<file path="src/rtl/if_fetch.sv">
// Instruction-fetch stage: owns the PC, waits out the ROM latency, and hands {pc, inst}
// to decode under a valid/allow handshake. Exception redirect beats branch redirect beats pc+4.
module if_fetch #(
   parameter logic [31:0] RESET_PC = 32'h0000_0000,
   parameter int          ROM_LAT  = 1
) (
   input  logic        clk,
   input  logic        resetn,
   input  logic        ID_allow_in,
   input  logic [32:0] jbr_bus,
   input  logic [32:0] exc_bus,
   output logic [31:0] inst_addr,
   input  logic [31:0] inst,
   output logic        IF_over,
   output logic [63:0] IF_ID_bus,
   output logic [31:0] IF_pc,
   output logic [31:0] IF_inst
);

   typedef enum logic {
      WAIT  = 1'b0,
      READY = 1'b1
   } state_t;

   localparam logic [2:0] CNT_LAST = 3'(ROM_LAT - 1);

   state_t      state, state_nxt;
   logic [31:0] pc, pc_nxt;
   logic [2:0]  cnt, cnt_nxt;
   logic [31:0] inst_r, inst_r_nxt;
   logic        br_pend, br_pend_nxt;
   logic [31:0] br_target, br_target_nxt;

   logic        jbr_taken;
   logic [31:0] jbr_target;
   logic        exc_valid;
   logic [31:0] exc_pc;
   logic        transfer;
   logic [31:0] next_pc;

   assign jbr_taken  = jbr_bus[32];
   assign jbr_target = jbr_bus[31:0];
   assign exc_valid  = exc_bus[32];
   assign exc_pc     = exc_bus[31:0];

   assign transfer = (state == READY) && ID_allow_in && !exc_valid;

   // A live branch wins over one captured earlier; pc+4 wraps naturally at 2^32.
   assign next_pc = jbr_taken ? jbr_target :
                    br_pend   ? br_target  :
                                pc + 32'd4;

   // NOTE: every next-state variable gets its hold value first, so no path can infer a latch.
   always_comb begin
      state_nxt     = state;
      pc_nxt        = pc;
      cnt_nxt       = cnt;
      inst_r_nxt    = inst_r;
      br_pend_nxt   = br_pend;
      br_target_nxt = br_target;

      if (exc_valid) begin
         pc_nxt      = exc_pc;
         state_nxt   = WAIT;
         cnt_nxt     = 3'd0;
         br_pend_nxt = 1'b0;
      end else begin
         unique case (state)
            WAIT: begin
               if (cnt == CNT_LAST) begin
                  inst_r_nxt = inst;
                  state_nxt  = READY;
                  cnt_nxt    = 3'd0;
               end else begin
                  cnt_nxt = cnt + 3'd1;
               end
            end
            READY: begin
               if (ID_allow_in) begin
                  pc_nxt      = next_pc;
                  state_nxt   = WAIT;
                  cnt_nxt     = 3'd0;
                  br_pend_nxt = 1'b0;
               end
            end
         endcase

         // A branch that cannot be taken this cycle is remembered until the next transfer.
         if (jbr_taken && !transfer) begin
            br_pend_nxt   = 1'b1;
            br_target_nxt = jbr_target;
         end
      end
   end

   // NOTE: state updates use non-blocking assignments so every register samples pre-edge values.
   always_ff @(posedge clk) begin
      if (!resetn) begin
         state     <= WAIT;
         pc        <= RESET_PC;
         cnt       <= 3'd0;
         inst_r    <= 32'd0;
         br_pend   <= 1'b0;
         br_target <= 32'd0;
      end else begin
         state     <= state_nxt;
         pc        <= pc_nxt;
         cnt       <= cnt_nxt;
         inst_r    <= inst_r_nxt;
         br_pend   <= br_pend_nxt;
         br_target <= br_target_nxt;
      end
   end

   assign inst_addr = pc;
   assign IF_over   = (state == READY) && !exc_valid;
   assign IF_ID_bus = {pc, inst_r};
   assign IF_pc     = pc;
   assign IF_inst   = inst_r;

endmodule
</file>
<file path="config.mk">
export PLATFORM = sky130hd
export DESIGN_NAME = if_fetch
export DESIGN_NICKNAME = d
export VERILOG_FILES = /design/src/rtl/if_fetch.sv
export SDC_FILE = /design/constraint.sdc
export NUM_CORES = 1
export LEC_CHECK = 0
export ABC_AREA = 1
export CORE_MARGIN = 4
export CORE_UTILIZATION = 39
export DETAILED_ROUTE_END_ITERATION = 12
export HOLD_SLACK_MARGIN = 0.06
export PLACE_DENSITY = 0.78
export SKIP_LAST_GASP = 1
export SLEW_MARGIN = 20
export SYNTH_ARGS = -nofsm -noshare
export SYNTH_HDL_FRONTEND = slang
export SYNTH_SLANG_ARGS = --single-unit
</file>
<file path="constraint.sdc">
create_clock -name clk -period 1.55 [get_ports clk]
set_input_delay 0.155 -clock clk [delete_from_list [all_inputs] [get_ports clk]]
set_output_delay 0.155 -clock clk [all_outputs]
set_load 0.005 [all_outputs]
</file>
==> reports/metrics.cfg <==
[clock_network]
tritoncts = done
clockBufferDepth = 2
postCtsHoldBufs = 0
cts_made_buffers = 9
root_buffer = clkbuf_16
cts_sinks = 101
path_clk_slew_ps = 70
htree_levels = 3
clock_latency_ps = 360

[pwr]
seq_power_share_pct = 41.5
internal-power_uw = 5120
p_per_area_nw_per_um2 = 762.8
peakVddDrop_mv = 0.6071
combinationalPowerShare_pct = 27.5
p_leak_uw = 0.004122
clkPwrFrac_pct = 30.9
power.switching_uw = 1962
swShare_pct = 27.70

[cells_and_area]
nFillCells = 1353
drive_above_1_share_pct = 17.33
area_growth_pct = 52.96
final_nets = 1231
diodes = 0
seqCellArea_sq_um = 2079
final_util_pct = 61.07
multi_input_area_sq_um = 2949
fin_cells = 1319

[detailed_routing]
wl_per_cell_um = 16.26
drt-total-wl_um = 21450
drtPass1Iterations = 5
drt-initial-drc-count = 600
drt-vias-per-instance = 5.094
drcViolationCount = 0
drtAntennaViolNets = 0
vias = 6719

[hold_path]
hold_path_startpoint = resetn
hp-class = in -> reg

[setup_path]
crit_top_cell = nand2_1
regToRegStartpoint = IF_pc[3]
cp.arrival_ps = 1870
max_stage_delay_ps = 370
worstPathCellList = ha_4, nand2_4, nor2_8, nand2_4, nor2_4, nand2_1, nand2_1, nand3_1, nand2_1, nand2_1, nand2_1, a21oi_2
cp-start-kind = flop
critPathCaptureType = flop
cp.required_ps = 1810
crit_family = simple AND/OR/NAND/NOR gates
critPathMaxFanout = 5
crit_path_top_delay_cell = dfxtp_4
startpoint = IF_pc[3]
path_class = reg -> reg
crit_buf_inv = 0

[global_route]
grt_pass1_vias = 6382
grt_max_degree = 33
grt-ovfl-total = 0
grt.total_usage_pct = 22.99
antenna_found_initial = 0
grt_pass1_wl_um = 32860

[synthesis]
synth_area_leaders = dfxtp_1 33%, buf_4 12%, nand2_1 10%, o21ai_0 7.8%, a21oi_1 7.5%
synth.largest_area_cell = dfxtp_1
synth_top_area_share_pct = 33.31
syn_area_sq_um = 6070
syn_avg_cell_area_sq_um = 6.744
ys_seq_area_share_pct = 33.31
synth-seq-cells = 101
synth_warnings = 0
synth_cells = 900
syn_nets = 1004
synth.distinct_cells = 39

[sta]
rsz0062_at_grt = yes
slew_headroom_pct = 75.86
setup_slack_ps = -63.11
setup_viol_count_final = 9
finClkSkew_ps = 9.646
fin_crit_sh_pct = 104.1
max_slew.worst_pin.slew_ps = 362.0
max_freq_mhz = 619.9
period_needed_ps = 1613
slew_violations = 0
setup_tns_ps = -177.9
finalHoldViolations = 0

[run]
drv_cap = 0

[placed_design]
hpwl_um = 16180
portBuffers = 261
gp_congestion = 0.8986
place_inst = 1290

[floorplan]
die_w_um = 132.8
core_area_sq_um = 15200
dieArea_sq_um = 17620
num_rows = 45
ioPinCount = 262
die_h_um = 132.8
initial_utilization_pct = 39.93

[run_status]
violations = negative setup slack
status = finished, violations left

==> layer usage <==
layer | global-route usage, % | wire, um
met1 | 29.53 | 8904
met2 | 38.20 | 10340
met3 | 4.677 | 1654
met4 | 8.545 | 549
met5 | 0 | 0
==> cell families after synthesis <==
group / after synthesis / share of synthesized area (%)
AND/OR/NAND/NOR: 347 / 25.15
AO/OA/AOI/OAI: 232 / 21.07
buffers and inverters: 217 / 19.85
flip-flops: 101 / 33.31
adder cells (fa/ha/maj): 3 / 0.6185
==> state kept, by name, summed over array words and instances, names as in the netlist <==
name / cells
IF_pc: 32
cnt: 3
br_target: 32
state: 1
IF_inst: 32
br_pend: 1
==> tightest hold or removal path: stages <==
cell	delay (ps)
buf_2	200
o21ai_0	110
a21oi_1	50
==> cell type report <==
type | instances | area share (%)
timing repair buffer | 356 | 37.18
multi-input combinational | 582 | 31.77
sequential | 101 | 22.40
inverter | 77 | 3.113
clock buffer | 14 | 2.951
tap | 188 | 2.534
clock inverter | 1 | 0.05391
==> cells in the mapped netlist <==
master    count
nand4_1       2
nand2_4       3
clkbuf_2      1
a211oi_1      2
dfxtp_1     101
nor2_4        5
o31ai_1       3
and3_1        1
a221oi_1      5
nand3_1      40
nor3b_2       2
nand2_2       6
or2_2         1
inv_1        69
nor2_8        2
a21boi_0      3
a21oi_2       8
o21bai_1      3
a31oi_1       7
nor2_1      105
o21ai_1       4
o221ai_1      2
a41oi_1       1
nor2_2       10
o211ai_1      5
a31o_1        1
a21o_1        2
buf_2        14
nand3b_1      1
nor3_1        4
a21oi_1      91
ha_1          3
inv_2         7
nand2_1     163
and2_1        2
o21ai_0      95
clkbuf_1     26
buf_4        99
clkinv_1      1
==> metrics by stage <==
stage	hold slack, ps	setup slack, ps	instance area (sq um)	power (uW)
5_1_grt	223.2	-143.5	9284	7414
6_report	198.5	-63.11	9284	7082
4_1_cts	188.1	-78.43	9019	7100
2_1_floorplan	319.4	9.362	6071	3879
3_3_place_gp	432.6	-90.88	8651	4870
3_5_place_dp	438.3	-110.9	8651	4906
==> what timing repair did <==
item                       CTS  global route
setup endpoints to repair   64            83
gates cloned                 0             0
pin swaps                    7            17
buffers inserted             4            10
gates resized for setup     38            65
==> layout by cell type, fill, tap and decap left out, types with 8 or more instances in the layout <==
master             n
nand3_1           38
nor2_1            99
nor2_4            11
dfxtp_2           13
buf_4             83
dfxtp_4           11
dlymetal6s2s_1    26
inv_1             69
dfxtp_1           77
clkdlybuf4s50_1  226
a21oi_2            8
nand2_1          155
buf_6              8
clkbuf_16          9
nand2_2           13
o21ai_0           94
nor2_2            10
a21oi_1           91
==> path summary, 6_finish.rpt <==
check,end,slack [ps],cells after the start
setup / recovery,IF_pc[22],-60,12
hold reg to reg,br_target[0],450,2
hold / removal,IF_pc[5],200,3
setup reg to reg,IF_pc[22],-60,12
==> power by group through the flow <==
stage	clock [uW]	combinational (uW)	sequential, uW
detailed placement	0	1920	2990
finish	2190	1950	2940
global route	2330	2110	2970
CTS	2230	1930	2940
floorplan	0	872	3010
global placement	0	1890	2980
Power figures use the tool's default switching activity.
